===== config.mk =====
export PLATFORM = sky130hd
export DESIGN_NAME = commit_unit
export DESIGN_NICKNAME = d
export VERILOG_FILES = /design/src/rtl/commit_unit_pkg.sv /design/src/rtl/commit_classify.sv /design/src/rtl/commit_unit.sv
export SDC_FILE = /design/constraint.sdc
export NUM_CORES = 1
export LEC_CHECK = 0
export CAP_MARGIN = 0
export CORE_AREA = 2 2 126 128
export DETAILED_ROUTE_END_ITERATION = 16
export DIE_AREA = 0 0 128 130
export GPL_TIMING_DRIVEN = 0
export PLACE_DENSITY = 0.86
export SLEW_MARGIN = 40
export SYNTH_ARGS = -nofsm -noshare
export SYNTH_HDL_FRONTEND = slang
export SYNTH_SLANG_ARGS = --single-unit

===== constraint.sdc =====
create_clock -name clk -period 7.95 [get_ports clk]
set_input_delay 2.385 -clock clk [delete_from_list [all_inputs] [get_ports clk]]
set_output_delay 2.385 -clock clk [all_outputs]
set_load 0.005 [all_outputs]

===== src/rtl/commit_unit_pkg.sv =====
// Shared types, op encodings and FSM state codes for the retire stage.
// Imported by commit_classify and commit_unit.
package commit_unit_pkg;

    localparam int ROB_ID_WIDTH = 4;
    localparam int REG_ADDR_W   = 5;
    localparam int REG_W        = 32;
    localparam int ADDR_W       = 32;
    localparam int ALU_OP_W     = 6;

    typedef logic [ALU_OP_W-1:0] alu_op_t;

    localparam alu_op_t ALU_OP_NOP  = 6'd0;
    localparam alu_op_t ALU_OP_ADD  = 6'd1;
    localparam alu_op_t ALU_OP_ADDI = 6'd2;
    localparam alu_op_t ALU_OP_SUB  = 6'd3;
    localparam alu_op_t ALU_OP_LUI  = 6'd4;
    localparam alu_op_t ALU_OP_JAL  = 6'd5;
    localparam alu_op_t ALU_OP_JALR = 6'd6;
    localparam alu_op_t ALU_OP_BEQ  = 6'd8;
    localparam alu_op_t ALU_OP_BNE  = 6'd9;
    localparam alu_op_t ALU_OP_BLT  = 6'd10;
    localparam alu_op_t ALU_OP_BGE  = 6'd11;
    localparam alu_op_t ALU_OP_BLTU = 6'd12;
    localparam alu_op_t ALU_OP_BGEU = 6'd13;
    localparam alu_op_t ALU_OP_LW   = 6'd16;
    localparam alu_op_t ALU_OP_SB   = 6'd20;
    localparam alu_op_t ALU_OP_SH   = 6'd21;
    localparam alu_op_t ALU_OP_SW   = 6'd22;

    localparam logic [1:0] COMMIT_IDLE    = 2'd0;
    localparam logic [1:0] COMMIT_ST_WAIT = 2'd1;
    localparam logic [1:0] COMMIT_FLUSH   = 2'd2;

    localparam logic [1:0] MEM_SIZE_BYTE = 2'd0;
    localparam logic [1:0] MEM_SIZE_HALF = 2'd1;
    localparam logic [1:0] MEM_SIZE_WORD = 2'd2;

    typedef struct packed {
        logic       is_store;
        logic       is_br;
        logic       is_jalr;
        logic       writes_rd;
        logic       mispredict;
        logic [1:0] mem_size;
    } commit_class_t;

    function automatic logic [1:0] op_mem_size(input alu_op_t op);
        case (op)
            ALU_OP_SB: return MEM_SIZE_BYTE;
            ALU_OP_SH: return MEM_SIZE_HALF;
            default:   return MEM_SIZE_WORD;
        endcase
    endfunction

endpackage


===== src/rtl/commit_classify.sv =====
// Pure combinational decode of the ROB head: op class, mispredict detection
// and the architecturally correct next PC.
module commit_classify
    import commit_unit_pkg::*;
(
    input  alu_op_t             op,
    input  logic [ADDR_W-1:0]   pc,
    input  logic [ADDR_W-1:0]   addr,
    input  logic                pred,
    input  logic                outcome,
    input  logic [ADDR_W-1:0]   pred_target,
    output commit_class_t       cls,
    output logic [ADDR_W-1:0]   correct_target
);

    logic is_store;
    logic is_br;
    logic is_jalr;
    logic target_miss;

    assign is_store    = (op == ALU_OP_SB) || (op == ALU_OP_SH) || (op == ALU_OP_SW);
    assign is_br       = (op == ALU_OP_BEQ)  || (op == ALU_OP_BNE)  || (op == ALU_OP_BLT) ||
                         (op == ALU_OP_BGE)  || (op == ALU_OP_BLTU) || (op == ALU_OP_BGEU);
    assign is_jalr     = (op == ALU_OP_JALR);
    assign target_miss = (pred_target != addr);

    assign cls.is_store   = is_store;
    assign cls.is_br      = is_br;
    assign cls.is_jalr    = is_jalr;
    assign cls.writes_rd  = !is_br && !is_store;
    assign cls.mem_size   = op_mem_size(op);
    // A taken branch is only correct if the predictor also supplied the right target.
    assign cls.mispredict = (is_br && ((pred != outcome) || (outcome && target_miss))) ||
                            (is_jalr && (!pred || target_miss));

    assign correct_target = (outcome || is_jalr) ? addr : pc + ADDR_W'(4);

endmodule


===== src/rtl/commit_unit.sv =====
// In-order retire stage: acknowledges the ROB head, writes the register file,
// performs committed stores and raises flush/redirect on mispredictions.
module commit_unit
    import commit_unit_pkg::*;
#(
    parameter int CNT_WIDTH = 32,
    parameter int ROB_IDW   = ROB_ID_WIDTH
) (
    input  logic                  clk,
    input  logic                  rst,
    input  logic                  commit_valid,
    input  logic [ROB_IDW-1:0]    commit_id,
    input  alu_op_t               commit_op,
    input  logic [REG_ADDR_W-1:0] commit_rd,
    input  logic [REG_W-1:0]      commit_value,
    input  logic [ADDR_W-1:0]     commit_pc,
    input  logic [ADDR_W-1:0]     commit_addr,
    input  logic                  commit_pred,
    input  logic                  commit_outcome,
    input  logic [ADDR_W-1:0]     commit_pred_target,
    output logic                  commit_ack,
    output logic                  rf_we,
    output logic [REG_ADDR_W-1:0] rf_waddr,
    output logic [REG_W-1:0]      rf_wdata,
    output logic [ROB_IDW-1:0]    rf_wrob_id,
    output logic                  mem_req,
    output logic [ADDR_W-1:0]     mem_addr,
    output logic [REG_W-1:0]      mem_wdata,
    output logic [1:0]            mem_size,
    input  logic                  mem_done,
    output logic                  flush,
    output logic [ADDR_W-1:0]     redirect_pc,
    output logic [CNT_WIDTH-1:0]  cnt_retired
);

    logic [1:0]        state;
    commit_class_t     cls;
    logic [ADDR_W-1:0] correct_target;
    logic              rd_nonzero;

    commit_classify u_classify (
        .op             (commit_op),
        .pc             (commit_pc),
        .addr           (commit_addr),
        .pred           (commit_pred),
        .outcome        (commit_outcome),
        .pred_target    (commit_pred_target),
        .cls            (cls),
        .correct_target (correct_target)
    );

    assign rd_nonzero = (commit_rd != '0);

    always_comb begin
        // NOTE: every output gets a default first so no path leaves a latch behind.
        commit_ack = 1'b0;
        rf_we      = 1'b0;
        rf_waddr   = '0;
        rf_wdata   = '0;
        rf_wrob_id = '0;
        if (rst) begin
            case (state)
                COMMIT_IDLE: begin
                    if (commit_valid && !cls.is_store) begin
                        if (!cls.mispredict) begin
                            commit_ack = 1'b1;
                            rf_we      = cls.writes_rd && rd_nonzero;
                        end else begin
                            // Mispredicted JALR still links; the branch itself is not acked.
                            rf_we = cls.is_jalr && rd_nonzero;
                        end
                    end
                end
                COMMIT_ST_WAIT: commit_ack = mem_done;
                default: ;
            endcase
        end
        if (rf_we) begin
            rf_waddr   = commit_rd;
            rf_wdata   = commit_value;
            rf_wrob_id = commit_id;
        end
    end

    // NOTE: sequential state uses non-blocking assignments so every flop samples pre-edge values.
    always_ff @(posedge clk) begin
        if (!rst) begin
            state       <= COMMIT_IDLE;
            mem_req     <= 1'b0;
            mem_addr    <= '0;
            mem_wdata   <= '0;
            mem_size    <= '0;
            flush       <= 1'b0;
            redirect_pc <= '0;
            cnt_retired <= '0;
        end else begin
            case (state)
                COMMIT_IDLE: begin
                    if (commit_valid) begin
                        if (cls.is_store) begin
                            mem_req   <= 1'b1;
                            mem_addr  <= commit_addr;
                            mem_wdata <= commit_value;
                            mem_size  <= cls.mem_size;
                            state     <= COMMIT_ST_WAIT;
                        end else if (cls.mispredict) begin
                            flush       <= 1'b1;
                            redirect_pc <= correct_target;
                            state       <= COMMIT_FLUSH;
                        end else begin
                            cnt_retired <= cnt_retired + CNT_WIDTH'(1);
                        end
                    end
                end
                COMMIT_ST_WAIT: begin
                    if (mem_done) begin
                        mem_req     <= 1'b0;
                        cnt_retired <= cnt_retired + CNT_WIDTH'(1);
                        state       <= COMMIT_IDLE;
                    end
                end
                COMMIT_FLUSH: begin
                    flush <= 1'b0;
                    state <= COMMIT_IDLE;
                end
                default: state <= COMMIT_IDLE;
            endcase
        end
    end

endmodule


==> results of run 1 <==
==> registers in the layout, summed over array words and instances, names as in the netlist <==
name	cells
mem_addr	32
redirect_pc	32
flush	1
mem_size	2
mem_req	1
state	2
mem_wdata	32
cnt_retired	32
==> layout make-up <==
type	instances	share of cell area, %
multi-input combinational	657	35.1
clock inverter	10	0.952
sequential	134	24.9
clock buffer	22	4.40
inverter	13	0.453
timing repair buffer	322	29.9
buffer	56	2.07
tap	192	2.23
==> how the worst min path moves through the flow <==
| stage | startpoint | endpoint | slack [ns] | depth (start not counted) |
|---|---|---|---|---|
| after floorplan | redirect_pc[27] | redirect_pc[27] | 0.45 | 2 |
| after CTS | redirect_pc[24] | redirect_pc[24] | 0.45 | 2 |
| after global routing | mem_wdata[16] | mem_wdata[16] | 0.47 | 2 |
| final | mem_wdata[7] | mem_wdata[7] | 0.45 | 2 |
| after detailed placement | mem_addr[0] | mem_addr[0] | 0.45 | 2 |
| after global placement | mem_wdata[16] | mem_wdata[16] | 0.44 | 2 |
==> metrics by stage <==
stage	instance area [um2]	hold WS [ns]	util (%)	power (uW)
finish	10800	0.452	69.9	1720
global route	10800	0.467	69.9	1760
CTS	10800	0.454	69.8	1710
detailed placement	10200	0.447	66.0	942
global placement	10200	0.441	66.0	940
floorplan	6720	0.448	-	781
==> power groups by stage <==
stage | clock network [uW] | registers, uW | logic [uW]
after global placement | 0 | 701 | 240
after CTS | 782 | 687 | 244
after detailed placement | 0 | 701 | 241
after global routing | 811 | 687 | 263
after floorplan | 0 | 700 | 80.2
final | 784 | 687 | 248
==> worst max-delay path: stages <==
cell and delay, ns:
sky130_fd_sc_hd__clkdlybuf4s50_1 0.57, sky130_fd_sc_hd__xor2_1 0.26, sky130_fd_sc_hd__nor4_4 0.38, sky130_fd_sc_hd__and4_1 0.27
sky130_fd_sc_hd__nand4_2 0.24, sky130_fd_sc_hd__and2_4 0.23, sky130_fd_sc_hd__buf_6 0.13, sky130_fd_sc_hd__buf_2 0.20
sky130_fd_sc_hd__nor3_1 0.27, sky130_fd_sc_hd__clkdlybuf4s50_1 0.56
==> routing by layer <==
layer / global-route usage (%) / up-vias / wire, um
li1: - / 3668 / -
met1: 39.2 / 3739 / 10700
met2: 55.2 / 443 / 13700
met3: 8.53 / 56 / 2550
met4: 13.0 / 0 / 826
met5: 0 / - / 0
==> cells by family (layout without fill, tap and decap cells) <==
logic type      after synthesis  after routing  synth area share [%]
mux                           6              6                 0.894
fa+ha+maj                     2              2                 0.372
simple gates                393            393                  28.4
buf+inv                      69            423                  4.04
flops                       134            134                  39.9
compound gates              182            182                  16.7
xor+xnor                     74             74                  9.65
==> layout by cell type (no fill, tap or decap), types with 10 or more instances in the layout <==
cell type and count:
sky130_fd_sc_hd__clkdlybuf4s50_1 322, sky130_fd_sc_hd__and2_1 43, sky130_fd_sc_hd__nand3_1 43, sky130_fd_sc_hd__clkbuf_1 49
sky130_fd_sc_hd__nand2_1 183, sky130_fd_sc_hd__dfxtp_1 134, sky130_fd_sc_hd__o21ai_0 17, sky130_fd_sc_hd__xor2_1 32
sky130_fd_sc_hd__nor2_1 49, sky130_fd_sc_hd__a21oi_1 102, sky130_fd_sc_hd__nand4_1 22, sky130_fd_sc_hd__inv_1 13
sky130_fd_sc_hd__xnor2_1 42, sky130_fd_sc_hd__o211ai_1 10, sky130_fd_sc_hd__a211o_1 18, sky130_fd_sc_hd__clkbuf_16 17
==> what timing repair did <==
item                                    4_1_cts  5_1_grt
cloned                                        0        0
gates resized for setup                       1        2
endpoints found under the setup margin        1        1
endpoints found under the hold margin         0        0
==> results.txt, run 1 <==
For the pin with the worst max-slew slack, the measured transition is 0.916 ns. The combined area of all synthesized cells came out at 0.00672 mm2. The arrival time of data at the critical path endpoint is 5.51 ns. The proportion of netlist area held by the largest area contributor is 39.9%.

The layout cell share with drive strength beyond 1 is 4.04%. The width of the die came out at 128 um. The total vias in the final route came out at 7906.

Among all cell types in the netlist, the one instantiated most often is sky130_fd_sc_hd__nand2_1. The static power due to leakage came out at 0.00359 uW. The number of endpoints failing setup at the final stage is 0. The number of cells produced by synthesis came out at 860. The worst register-to-register path ends at cnt_retired[11]. Measured along the y axis, the die boundary spans 130 um. Routability-driven placement finished with a final weighted congestion of 0.985. The number of placement rows is 46. The power density normalized to cell area is 159 mW/mm2. Counting the fill cells in the layout gives 1270. The worst slew slack as a fraction of its limit came out at 38.4%.

The number of remaining DRC errors is 0. The worst clock skew is 0.00775 ns. The combined area of the multi-input logic cells came out at 0.00378 mm2. By count the netlist is led by sky130_fd_sc_hd__nand2_1, sky130_fd_sc_hd__dfxtp_1, sky130_fd_sc_hd__a21oi_1. The post-detailed-route via-to-cell ratio is 5.62. The combinational share of power is 14.4%.

The area added between synthesis and finish came out at 60.5%. The number of antenna violations at the first check in global routing came out at 0. The run finished with clean final reports. The cell internal power dissipation is 1290 uW.

The type of the worst setup path is input port to output pin. The worst voltage drop across the vdd grid came out at 0.156 mV. The number of synthesized register bits is 134.

The number of max-cap violations is 0. Summed over all nets, the switching power comes to 425 uW. The maximum count of clock buffers along a single path came out at 2. The half-perimeter wire length of the detailed placement result came out at 21600 um. STA classifies the critical path endpoint as an output pin.

324 I/O pins were placed. The number of placed instances, taps included, is 1374. The pin count of the biggest net entering global routing came out at 17.

The routed wire length came out at 27800 um. The switching share of power is 24.7%. The number of flops mapped to enable cells by yosys came out at 0. The path class of the tightest hold or removal check is flop to flop. TritonCTS built the clock tree. In this run the worst setup path begins at commit_addr[1]. The number of nets in the finished design came out at 1352.

The highest fanout seen on the critical path came out at 10. Registers are responsible for 40.0% of the overall power. The Yosys step of the flow raised 0 warnings.

Summing all flip-flop and latch instances after layout gives 0.00268 mm2. The data required time of the critical path came out at 5.57 ns. Setup slack on the worst reg-to-reg path comes out at 5.45 ns. The prevailing post-synth register cell is sky130_fd_sc_hd__dfxtp_1. The number of buffers created by CTS came out at 17. The most critical setup path has its endpoint at commit_ack.

The post-place setup slack is -0.152 ns. The number of different library cells in the post-synthesis netlist is 54. The area of the die is 0.0166 mm2. The number of buffers inserted by post-CTS setup repair is 0. The final clock period utilization by the worst path is 99.2%. The register area share after synthesis is 39.9%. The global routing usage summed across all routing layers is 32.4%. The startpoint identified for the worst register-to-register timing path is state[1]. The number of hold violations in the final report is 0. The clock period could shrink to 7.89 ns. The length of the first detailed-routing pass in iterations came out at 5. The mean instance size in the synthesized netlist is 7.81 um2. The post-layout instance count excluding filler cells came out at 1406. The share of flip-flops with an asynchronous set or reset is 0%. The wire length of the first global-routing pass came out at 41000 um. The number of antenna diodes in the final layout is 0. The clock sink total came out at 134. After the first detailed-routing iteration, the DRC count stood at 757. The leading area contributor after synthesis is sky130_fd_sc_hd__dfxtp_1. The post-detailed-route wirelength per cell is 19.8 um. Setup repair after global routing left no endpoint under its margin. The fmax came out at 127 MHz.

Measured in cells, the most critical reg-to-reg path has a length of 7. The number of global-route vias before repair is 7488. The worst setup margin came out at 0.0599 ns. The initial core utilization is 43.6%. The clock latency on the worst-skew pair is 0.42 ns. The number of H-tree branching levels came out at 4. The detail route stage leaves a number of antenna-violating nets equal to 0. The max-slew violation count is 0. The number of port buffers is 322. By area the synthesized netlist is led by sky130_fd_sc_hd__dfxtp_1, sky130_fd_sc_hd__nand2_1, sky130_fd_sc_hd__a21oi_1, sky130_fd_sc_hd__xnor2_1, sky130_fd_sc_hd__xor2_1. The clock transition at the register clock pins on the worst setup and hold paths after CTS came out at 0.05 ns. The fraction of power consumed by the clock network came out at 45.6%. The cell sitting at the root of the clock tree is a sky130_fd_sc_hd__clkbuf_16. The total global routing overflow is 0. The area of the core region is 0.0154 mm2.

The number of buffers inserted for hold repair after clock tree synthesis is 0. The kind of start point of the critical path is an input port. Synthesis produced a netlist with a net count of 1011. The setup total negative slack came out at 0 ns.
Power figures use the tool's default switching activity.
==> inputs of run 2 (changes only) <==
Settings changed: CORE_AREA 2 2 126 128 to unset, CORE_ASPECT_RATIO set to 1.1, CORE_UTILIZATION set to 37, DIE_AREA 0 0 128 130 to unset, PLACE_DENSITY 0.86 to 0.77.
Clock period 7.95 ns to 7.2 ns, I/O delays scaled along.
==> results.txt, run 2 (same netlist as run 1, synthesis figures left out) <==
The area of the core region came to 0.0177 mm2 (+15%). Counting I/O delays and the setup requirement, the final critical path takes 7.16 ns. The number of antenna repair diodes is 0 (unchanged). The post-detailed-route via-to-cell ratio is 5.23 (-7.1%). Leaving out fill and tap cells, the most frequent cell in the layout is sky130_fd_sc_hd__clkdlybuf4s50_1.

The worst slew slack as a fraction of its limit came out at 46.2% (+7.8 points). The post-detailed-route wirelength per cell is 18.7 um (-5.3%). The combined buffer and inverter count along the critical path came to 4 (unchanged). By instance count, the cell type seen most on the critical path is sky130_fd_sc_hd__clkdlybuf4s50_1.

The maximum count of clock buffers along a single path came out at 2 (unchanged). The run finished with clean final reports. The number of placed instances with taps included came out at 1420 (+3.3%). The area of the die came out at 0.0187 mm2 (+12%). The post-place setup slack came out at -0.372 ns (-0.220 ns). The slew at the pin closest to its max-slew limit is 0.807 ns (-0.109 ns). The antenna violation net count after detailed routing is 0 (unchanged). The kind of start point of the critical path is an input port. The clock latency on the worst-skew pair is 0.42 ns (about the same). The top cell types in the final layout, fill and taps aside, are sky130_fd_sc_hd__clkdlybuf4s50_1, sky130_fd_sc_hd__nand2_1, sky130_fd_sc_hd__dfxtp_1. The cell family contributing the most delay on the critical path is buffers and inverters. The register-to-register path setup slack came to 4.66 ns (-0.79 ns). The post-layout instance count excluding filler cells is 1453 (+3.3%). The number of placement rows is 51 (+11%). The worst voltage drop across the vdd grid came to 0.166 mV (+6.5%). The number of endpoints failing setup at the final stage came out at 0 (unchanged). The wire length of the first global-routing pass is 40100 um (-2.1%). The cell at the root of the clock tree is sky130_fd_sc_hd__clkbuf_16. The arrival time of data at the critical path endpoint is 5.00 ns (-0.51 ns). The half-perimeter wire length of the detailed placement result came out at 21700 um (+0.25%). Derived from the worst setup path, the maximum achievable clock frequency is 140 MHz.

The total vias in the final route is 7592 (-4.0%). The worst setup margin came out at 0.0418 ns (-0.0181 ns). The total global routing overflow came out at 0 (unchanged). The total power is 1930 uW (+12%).

Setup repair after global routing left no endpoint under its margin. The area added between synthesis and finish came out at 62.6%. The clock transition at the register clock pins on the worst setup and hold paths after CTS came to 0.06 ns (about the same). The endpoint type of the worst setup path is an output pin. The clock sink total came to 134 (unchanged). The layout cell share with drive strength beyond 1 was 4.44% (+0.41 points).

The global placer's final weighted congestion is 0.944 (-4.1%). The data required time of the critical path is 5.04 ns (-0.53 ns). The final clock period utilization by the worst path is 99.4%. The number of hold violations in the final report came to 0 (unchanged).

The number of antenna violations at the first check in global routing is 0 (unchanged). The path class of the tightest hold or removal check is flop to flop. The number of nets in the finished design is 1353 (+0.074%). The routed wire length was 27200 um (-2.2%).

The number of max-cap violations is 0 (unchanged). The largest stage delay on the critical path is 0.55 ns (-0.02 ns). The initial core utilization came to 37.9% (-5.7 points).

The static power due to leakage was 0.00366 uW (+2.0%). The largest individual stage delay along the critical path comes from the cell sky130_fd_sc_hd__clkdlybuf4s50_1. The vertical extent of the die is 143 um (+10%). The number of port buffers came out at 322 (unchanged). The number of global-route vias before repair came out at 7169 (-4.3%). Traced cell by cell, the critical path runs through clkdlybuf4s50_1, xor2_1, nor4_2, and4_2, nand4_4, and2_4, buf_6, buf_2, nor3_2, clkdlybuf4s50_1. The detailed router's first-iteration violation count came out at 515 (-32%). The width of the die is 130 um (+1.9%). The clock tree from TritonCTS is done.

The power density normalized to cell area is 177 mW/mm2 (+11%). The highest fanout seen on the critical path came out at 10 (unchanged). The global routing usage summed across all routing layers was 29.1% (-3.3 points).

The total I/O pin count is 324 (unchanged). The length of the first detailed-routing pass in iterations was 5 (unchanged). The number of buffers created by CTS is 17 (unchanged). The number of H-tree branching levels is 4 (unchanged). The pin count of the biggest net entering global routing is 17 (unchanged). The critical path is of the input port to output pin type.

The number of remaining DRC errors came out at 0 (unchanged). The max-slew violation count came out at 0 (unchanged). The worst clock skew is 0.00910 ns (+0.00135 ns).
==> run 2: changes by cell type in the layout (fill, tap and decap cells not counted), sizes merged <==
cell | before | now
buf | 9 | 10
bufinv | 2 | 3
clkbuf | 69 | 71
clkdlybuf4s50 | 322 | 319
clkinv | 7 | 4
dlymetal6s2s | 0 | 3
==> run 2: power breakdown <==
| group | leakage, uW | switching, uW | internal, uW |
|---|---|---|---|
| logic | 0.00228 | 129 | 146 |
| clock network | 0.000294 | 327 | 571 |
| registers | 0.00108 | 6.50 | 751 |
| total | 0.00366 | 462 | 1470 |
==> run 2: layer usage <==
layer  share of wire (%)  up-vias  GRT usage, %
met1                  41     3542          36.0
met3                 8.0       53          7.07
met2                  48      336          48.3
met4                 3.3        0          11.6
met5                   0        -             0
li1                    -     3661             -
==> run 2: per-stage QoR <==
step                      hold slack, ns  utilization (%)  TNS (ns)  cell area [um2]
after floorplan                    0.448                -         0             6720
after global placement             0.439             57.7    -0.381            10200
after detailed placement           0.446             57.7    -0.372            10200
after CTS                          0.453             61.5         0            10900
after global routing               0.468             61.6         0            10900
final                              0.453             61.6         0            10900
==> run 2: final timing paths <==
| kind | from | endpoint | depth (start not counted) |
|---|---|---|---|
| setup / recovery | commit_addr[31] | commit_ack | 10 |
| hold / removal | mem_addr[9] | mem_addr[9] | 2 |
| setup reg to reg | state[1] | cnt_retired[25] | 7 |
| hold reg to reg | mem_addr[9] | mem_addr[9] | 2 |
==> run 2: what timing repair did <==
action	CTS	global route
pin swaps	1	2
endpoints found under the hold margin	0	0
hold buffers	0	0
resized for setup	8	6
endpoints found under the setup margin	1	22
setup buffers	1	0
==> run 2: layout make-up <==
class / count / area (um2)
fill: 1645 / 6820
multi-input combinational: 657 / 3830
timing repair buffer: 323 / 3240
sequential: 134 / 2680
clock buffer: 24 / 482
tap: 238 / 298
buffer: 56 / 223
clock inverter: 8 / 121
inverter: 13 / 48.8
==> run 2: worst min-delay path, stage by stage (launching register included) <==
cell and delay [ns]:
sky130_fd_sc_hd__dfxtp_1 0.31, sky130_fd_sc_hd__nand2_1 0.05, sky130_fd_sc_hd__a21oi_1 0.05
